<file path="config.mk">
export PLATFORM = sky130hd
export DESIGN_NAME = mem_access_stage
export DESIGN_NICKNAME = d
export VERILOG_FILES = /design/src/rtl/mem_pkg.sv /design/src/rtl/mem_access_stage_load_align.sv /design/src/rtl/mem_access_stage.sv
export SDC_FILE = /design/constraint.sdc
export NUM_CORES = 1
export LEC_CHECK = 0
export ABC_CLOCK_PERIOD_IN_PS = 6900
export CORE_MARGIN = 2
export CORE_UTILIZATION = 42
export DETAILED_ROUTE_END_ITERATION = 8
export GPL_ROUTABILITY_DRIVEN = 0
export PLACE_DENSITY = 0.87
export SLEW_MARGIN = 20
export SYNTH_ARGS = -nofsm -noshare
export SYNTH_HDL_FRONTEND = slang
export SYNTH_SLANG_ARGS = --single-unit
</file>
<file path="constraint.sdc">
create_clock -name clk -period 6.9 [get_ports clk]
set_input_delay 1.38 -clock clk [delete_from_list [all_inputs] [get_ports clk]]
set_output_delay 1.38 -clock clk [all_outputs]
set_load 0.05 [all_outputs]
</file>
<file path="src/rtl/mem_pkg.sv">
// mem_pkg: shared definitions for the memory-access pipeline stage.
//   state_e        - stage FSM states (IDLE, WAIT)
//   F3_*           - Funct3 access size/sign codes
//   size_e         - decoded access size
//   access_size()  - Funct3 -> size (store and load code maps differ)
//   is_aligned()   - natural alignment check on the low address bits
//   byte_enable()  - lane mask for an access of a given size/offset
package mem_pkg;

  typedef enum logic {
    IDLE,
    WAIT
  } state_e;

  localparam logic [2:0] F3_B  = 3'b000;
  localparam logic [2:0] F3_H  = 3'b001;
  localparam logic [2:0] F3_W  = 3'b010;
  localparam logic [2:0] F3_BU = 3'b100;
  localparam logic [2:0] F3_HU = 3'b101;

  typedef enum logic [1:0] {
    SZ_BYTE,
    SZ_HALF,
    SZ_WORD
  } size_e;

  // Unsigned load codes only exist for loads; a store with 100/101 is a word.
  function automatic size_e access_size(input logic [2:0] f3, input logic is_store);
    size_e sz;
    sz = SZ_WORD;
    unique case (f3)
      F3_B:    sz = SZ_BYTE;
      F3_H:    sz = SZ_HALF;
      F3_BU:   sz = is_store ? SZ_WORD : SZ_BYTE;
      F3_HU:   sz = is_store ? SZ_WORD : SZ_HALF;
      default: sz = SZ_WORD;
    endcase
    return sz;
  endfunction

  function automatic logic is_aligned(input size_e sz, input logic [1:0] lo);
    logic ok;
    unique case (sz)
      SZ_BYTE: ok = 1'b1;
      SZ_HALF: ok = ~lo[0];
      default: ok = (lo == 2'b00);
    endcase
    return ok;
  endfunction

  function automatic logic [3:0] byte_enable(input size_e sz, input logic [1:0] lo);
    logic [3:0] be;
    unique case (sz)
      SZ_BYTE: be = 4'b0001 << lo;
      SZ_HALF: be = 4'b0011 << {lo[1], 1'b0};
      default: be = 4'b1111;
    endcase
    return be;
  endfunction

endpackage

</file>
<file path="src/rtl/mem_access_stage_load_align.sv">
// load_align: combinational load-data extractor.
//   rdata_i  - raw word returned by data memory
//   off_i    - byte offset of the access within the word (addr[1:0])
//   funct3_i - load size/sign code
//   data_o   - selected byte/halfword, sign- or zero-extended; words pass through
module load_align
  import mem_pkg::*;
#(
  parameter int DATA_W = 32
) (
  input  logic [DATA_W-1:0] rdata_i,
  input  logic [1:0]        off_i,
  input  logic [2:0]        funct3_i,
  output logic [DATA_W-1:0] data_o
);

  logic [7:0]  byte_sel;
  logic [15:0] half_sel;

  always_comb begin
    byte_sel = rdata_i[{off_i, 3'b000} +: 8];
    half_sel = rdata_i[{off_i[1], 4'b0000} +: 16];
    unique case (funct3_i)
      F3_B:    data_o = {{(DATA_W-8){byte_sel[7]}}, byte_sel};
      F3_BU:   data_o = {{(DATA_W-8){1'b0}}, byte_sel};
      F3_H:    data_o = {{(DATA_W-16){half_sel[15]}}, half_sel};
      F3_HU:   data_o = {{(DATA_W-16){1'b0}}, half_sel};
      default: data_o = rdata_i;
    endcase
  end

endmodule

</file>
<file path="src/rtl/mem_access_stage.sv">
// mem_access_stage: pipeline memory-access stage with a req/ack data-memory port.
//   clk, rst          - rising-edge clock, asynchronous active-high reset
//   ValidIn..immIn    - upstream instruction fields (ignored while in WAIT,
//                       except FlushIn, which marks the pending access killed)
//   dm_*              - data-memory request port; request fields are held
//                       stable from capture until dm_ack is sampled high
//   ValidOut..immOut  - registered writeback-side fields
//   MisalignOut       - one-cycle flag for a misaligned load/store
//   StallOut          - combinational hold request to the upstream stage
module mem_access_stage
  import mem_pkg::*;
#(
  parameter int DM_ADDRESS = 9,
  parameter int DATA_W     = 32
) (
  input  logic                  clk,
  input  logic                  rst,
  input  logic                  ValidIn,
  input  logic                  FlushIn,
  input  logic [DATA_W-1:0]     ALUresultIn,
  input  logic [DATA_W-1:0]     StoreDataIn,
  input  logic                  MemReadIn,
  input  logic                  MemWriteIn,
  input  logic [2:0]            Funct3In,
  input  logic                  RegWrtEnIn,
  input  logic [2:0]            RegWrtSrcIn,
  input  logic [4:0]            RegDstIn,
  input  logic [DM_ADDRESS-1:0] PCin,
  input  logic [DATA_W-1:0]     immIn,
  output logic                  dm_req,
  output logic                  dm_we,
  output logic [DM_ADDRESS-1:0] dm_addr,
  output logic [DATA_W-1:0]     dm_wdata,
  output logic [3:0]            dm_be,
  input  logic                  dm_ack,
  input  logic [DATA_W-1:0]     dm_rdata,
  output logic                  ValidOut,
  output logic [DATA_W-1:0]     MemRdDataOut,
  output logic [DATA_W-1:0]     MemALUresultOut,
  output logic                  RegWrtEnOut,
  output logic [2:0]            RegWrtSrcOut,
  output logic [4:0]            RegDstOut,
  output logic [DM_ADDRESS-1:0] PCOut,
  output logic [DATA_W-1:0]     immOut,
  output logic                  MisalignOut,
  output logic                  StallOut
);

  state_e state_q, state_d;

  // Decode of the instruction presented in IDLE.
  logic  is_mem, is_store, accept, aligned, start_mem, misalign;
  size_e in_size;

  assign is_mem    = MemReadIn | MemWriteIn;
  assign is_store  = MemWriteIn;   // read+write together behaves as a store
  assign in_size   = access_size(Funct3In, is_store);
  assign aligned   = is_aligned(in_size, ALUresultIn[1:0]);
  assign accept    = (state_q == IDLE) & ValidIn & ~FlushIn;
  assign start_mem = accept & is_mem & aligned;
  assign misalign  = accept & is_mem & ~aligned;

  // Store data replicated across every lane of its size; dm_be picks the lane.
  logic [DATA_W-1:0] store_lanes;
  always_comb begin
    unique case (in_size)
      SZ_BYTE: store_lanes = {(DATA_W/8){StoreDataIn[7:0]}};
      SZ_HALF: store_lanes = {(DATA_W/16){StoreDataIn[15:0]}};
      default: store_lanes = StoreDataIn;
    endcase
  end

  // Access captured at launch and held for the whole WAIT.
  logic                  cap_we_q;
  logic [DM_ADDRESS-1:0] cap_addr_q;
  logic [DATA_W-1:0]     cap_wdata_q;
  logic [3:0]            cap_be_q;
  logic [2:0]            cap_f3_q;
  logic [1:0]            cap_off_q;
  logic                  cap_wen_q;
  logic                  kill_q;

  always_ff @(posedge clk or posedge rst) begin
    if (rst) begin
      cap_we_q    <= 1'b0;
      cap_addr_q  <= '0;
      cap_wdata_q <= '0;
      cap_be_q    <= '0;
      cap_f3_q    <= '0;
      cap_off_q   <= '0;
      cap_wen_q   <= 1'b0;
      kill_q      <= 1'b0;
    end else if (start_mem) begin
      cap_we_q    <= is_store;
      cap_addr_q  <= {ALUresultIn[DM_ADDRESS-1:2], 2'b00};
      cap_wdata_q <= store_lanes;
      cap_be_q    <= byte_enable(in_size, ALUresultIn[1:0]);
      cap_f3_q    <= Funct3In;
      cap_off_q   <= ALUresultIn[1:0];
      cap_wen_q   <= RegWrtEnIn;
      kill_q      <= 1'b0;
    end else if (state_q == WAIT && FlushIn) begin
      kill_q <= 1'b1;
    end
  end

  logic [DATA_W-1:0] load_data;

  load_align #(
    .DATA_W(DATA_W)
  ) u_load_align (
    .rdata_i  (dm_rdata),
    .off_i    (cap_off_q),
    .funct3_i (cap_f3_q),
    .data_o   (load_data)
  );

  // Writeback-side output registers.
  logic                  valid_q, valid_d;
  logic [DATA_W-1:0]     rdata_q, rdata_d;
  logic [DATA_W-1:0]     alu_q, alu_d;
  logic                  wen_q, wen_d;
  logic [2:0]            src_q, src_d;
  logic [4:0]            dst_q, dst_d;
  logic [DM_ADDRESS-1:0] pc_q, pc_d;
  logic [DATA_W-1:0]     imm_q, imm_d;
  logic                  misal_q, misal_d;
  logic                  kill_now;

  assign kill_now = kill_q | FlushIn;

  always_ff @(posedge clk or posedge rst) begin
    if (rst) begin
      state_q <= IDLE;
      valid_q <= 1'b0;
      rdata_q <= '0;
      alu_q   <= '0;
      wen_q   <= 1'b0;
      src_q   <= '0;
      dst_q   <= '0;
      pc_q    <= '0;
      imm_q   <= '0;
      misal_q <= 1'b0;
    end else begin
      state_q <= state_d;
      valid_q <= valid_d;
      rdata_q <= rdata_d;
      alu_q   <= alu_d;
      wen_q   <= wen_d;
      src_q   <= src_d;
      dst_q   <= dst_d;
      pc_q    <= pc_d;
      imm_q   <= imm_d;
      misal_q <= misal_d;
    end
  end

  // The pass-through fields are loaded in IDLE on every edge, including the
  // launch edge of a memory op; they then simply hold through WAIT, so the
  // completion edge only has to supply valid, write-enable and load data.
  always_comb begin
    state_d = state_q;
    valid_d = 1'b0;
    wen_d   = 1'b0;
    misal_d = 1'b0;
    rdata_d = rdata_q;
    alu_d   = alu_q;
    src_d   = src_q;
    dst_d   = dst_q;
    pc_d    = pc_q;
    imm_d   = imm_q;
    unique case (state_q)
      IDLE: begin
        rdata_d = '0;
        alu_d   = ALUresultIn;
        src_d   = RegWrtSrcIn;
        dst_d   = RegDstIn;
        pc_d    = PCin;
        imm_d   = immIn;
        valid_d = accept & ~start_mem;
        wen_d   = accept & ~is_mem & RegWrtEnIn;
        misal_d = misalign;
        if (start_mem) begin
          state_d = WAIT;
        end
      end
      WAIT: begin
        if (dm_ack) begin
          state_d = IDLE;
          valid_d = ~kill_now;
          wen_d   = cap_wen_q & ~kill_now;
          rdata_d = cap_we_q ? '0 : load_data;
        end
      end
      default: state_d = IDLE;
    endcase
  end

  assign dm_req   = (state_q == WAIT);
  assign dm_we    = dm_req & cap_we_q;
  assign dm_be    = dm_req ? cap_be_q : '0;
  assign dm_addr  = cap_addr_q;
  assign dm_wdata = cap_wdata_q;

  // rst gates the combinational path so a held ValidIn cannot stall during reset.
  assign StallOut = ~rst & (start_mem | ((state_q == WAIT) & ~dm_ack));

  assign ValidOut        = valid_q;
  assign MemRdDataOut    = rdata_q;
  assign MemALUresultOut = alu_q;
  assign RegWrtEnOut     = wen_q;
  assign RegWrtSrcOut    = src_q;
  assign RegDstOut       = dst_q;
  assign PCOut           = pc_q;
  assign immOut          = imm_q;
  assign MisalignOut     = misal_q;

endmodule

</file>
==> metrics <==
CP max stage delay 850 ps; Setup Slack @ Placement 2021 ps; Worst Path Arrival 3510 ps; CTS tree done; Post-Route Utilization 0.6509; maximum clock path buffer count 2; post-synth top area cell dfrtp_1; routed wire length per instance 19.00 um; ys async rst share 1.000; adder-cell share of the synthesized area 0; CTS buffer count 17; final hold vios 0; TritonRoute pass-1 iters 5; clock network power share 0.285; Top FF cell, synth dfrtp_1; vias in the first global route 5909; number of flops mapped to enable cells by yosys 0; Tcrit/Tclk final 0.7087; Die X 135.5 um; Worst-Skew Late Latency 410 ps; Port Buf Inserts 317; crit path time final 4890 ps; post-synthesis sequential area ratio 0.5789; Syn-to-layout area delta 53.41%; final setup margin 2010 ps; main area contributors after synthesis dfrtp_1, mux2_2, nand2_1; Residual DRC 0; Worst-Margin Slew 1071 ps; row cnt 48; Worst Path Required 5520 ps; Worst Setup End Kind primary output; syn_area_per_cell 12.50 um^2; Net Sw Frac 0.3653; total grt overflow 0; # clock sinks 168; share of cells above drive strength 1 0.1881; Post-Synth Simple-Gate Area 0.06823; Crit-path slowest cell clkdlybuf4s50_1; Synth Cell Area 0.007262 mm^2; hold slack final 467.5 ps; Synth Area in Compound Gates 0.1160; switching power 1.184 mW; All-Layer GR Usage 0.2278; critical path startpoint category input port; Setup Total Neg Slack 0 ps; commonest non-fill, non-tap cell in the layout clkdlybuf4s50_1; Leak 4.586 nW; # hold bufs at CTS 0; n_diodes 0; antenna-violating nets left 0; worst hold path type flop to flop; count of cell types in the netlist 49; maximum vdd drop 0.0002168 V; CTS resizes 0; total power 3.242 mW; mux contribution to synthesized area 0.1947; unrepaired setup endpoints after global routing no; detail-routed via count per cell 5.276; final setup fails 0; setup bufs post-CTS 0; pin count of the biggest net entering global routing 119; first-pass GRT wire length 32.18 mm; CTS root buffer clkbuf_16; Detailed Route WL 21.24 mm; HPWL after detailed placement 15.41 mm; max-cap viol count 0; worst-path fanout max 15; PwrDens 291.0 mW/mm^2; top cell type's share of synthesized area 0.5789; Seq cells post-synth 168; die footprint 0.01836 mm^2; Core Region 0.01712 mm^2; combinational share of power 0.339; DR iter-0 viols 387; R2R Setup Slk 3730 ps; most frequent cells in the layout clkdlybuf4s50_1, dfrtp_1, mux2_2, nand2_1, a21oi_1; CTS clk-pin slew, worst paths 60 ps; initial cell density of the core 0.4243; Synth Area in XOR/XNOR 0.001206; Max Slew Vio Count 0; skew final 6.854 ps; YS warnings 0; Crit Path Category input port to primary output; CTS HTree Levels 4; ordered list of cells on the worst path clkdlybuf4s50_1, a211oi_2, a2bb2oi_2, nand2_1, a21oi_1, buf_12; initial antenna violation count 0; Syn Inst Count 581; Final nets 1037; io pins 320; Flop pwr share 0.377; Rel. slew slack 0.2863; Internal Power 2.058 mW; fmax 204.5 MHz; Die Ht 135.5 um; total number of vias 5899; largest family of logic cells by synthesized area multiplexers; outcome finished clean
[cells in the mapped netlist (7+ instances only)]
library cell	count
mux2i_1	22
clkbuf_1	17
or3_1	7
nor2_1	12
o2111ai_1	8
a31oi_1	8
mux2_2	100
a221o_2	16
inv_1	14
o21ai_0	33
nand2_1	59
a21oi_1	35
dfrtp_1	168
buf_2	17
[flip-flops by register name (all words and copies together) (netlist names), 2 cells and up]
| register | cells |
|---|---|
| immOut | 32 |
| RegWrtSrcOut | 3 |
| RegDstOut | 5 |
| PCOut | 9 |
| cap_be_q | 4 |
| dm_addr | 7 |
| cap_f3_q | 3 |
| dm_wdata | 32 |
| MemALUresultOut | 32 |
| cap_off_q | 2 |
| MemRdDataOut | 32 |
[layer usage]
metal / part of all wire / vias up / GRT usage
li1: - / 2678 / -
met1: 0.40 / 2911 / 0.2788
met2: 0.50 / 268 / 0.3847
met3: 0.081 / 42 / 0.06697
met4: 0.023 / 0 / 0.08160
met5: 0 / - / 0
[cell type report]
cell class                 count  area, um^2
sequential                   168        4208
tap                          225       281.5
multi-input combinational    355        2781
fill                        1315        5976
timing repair buffer         324        3236
inverter                      15       63.81
clock buffer                  19       452.9
clock inverter                12       117.6
[path summary, 6_finish.rpt]
check                                  from          endpoint  cells past startpoint
max                             Funct3In[0]          StallOut                      6
min                        MemRdDataOut[11]  MemRdDataOut[11]                      2
max reg2reg                          dm_req      dm_wdata[15]                      5
min reg2reg                MemRdDataOut[11]  MemRdDataOut[11]                      2
max in group asynchronous               rst  MemRdDataOut[15]                      3
min in group asynchronous               rst            dm_req                      2
[power by group through the flow]
| stage | sequential, mW | combinational (mW) | clock [mW] |
|---|---|---|---|
| after floorplan | 1.62 | 0.286 | 0 |
| after global placement | 1.23 | 1.09 | 0 |
| after detailed placement | 1.24 | 1.10 | 0 |
| after CTS | 1.22 | 1.10 | 0.944 |
| after global routing | 1.24 | 1.15 | 0.980 |
| final | 1.22 | 1.10 | 0.923 |
[logic make-up (layout without fill, tap and decap cells)]
| kind of cell | Yosys count | after routing |
|---|---|---|
| flops | 168 | 168 |
| buf+inv | 59 | 370 |
| compound gates | 120 | 120 |
| xor+xnor | 1 | 1 |
| other cells | 1 | 2 |
| simple gates | 107 | 107 |
| mux | 125 | 125 |
[critical path, delay by kind of cell]
kind / cells / cell delay (ps)
AOI/OAI and AO/OA: 3 / 960
buffers and inverters: 2 / 1040
and+or+nand+nor: 1 / 120
[stage by stage]
step	cell area, um^2	cells
after floorplan	7266	582
after global placement	10560	1087
after detailed placement	10570	1087
after CTS	11140	1118
after global routing	11140	1118
final	11140	1118
Power figures use the tool's default switching activity.
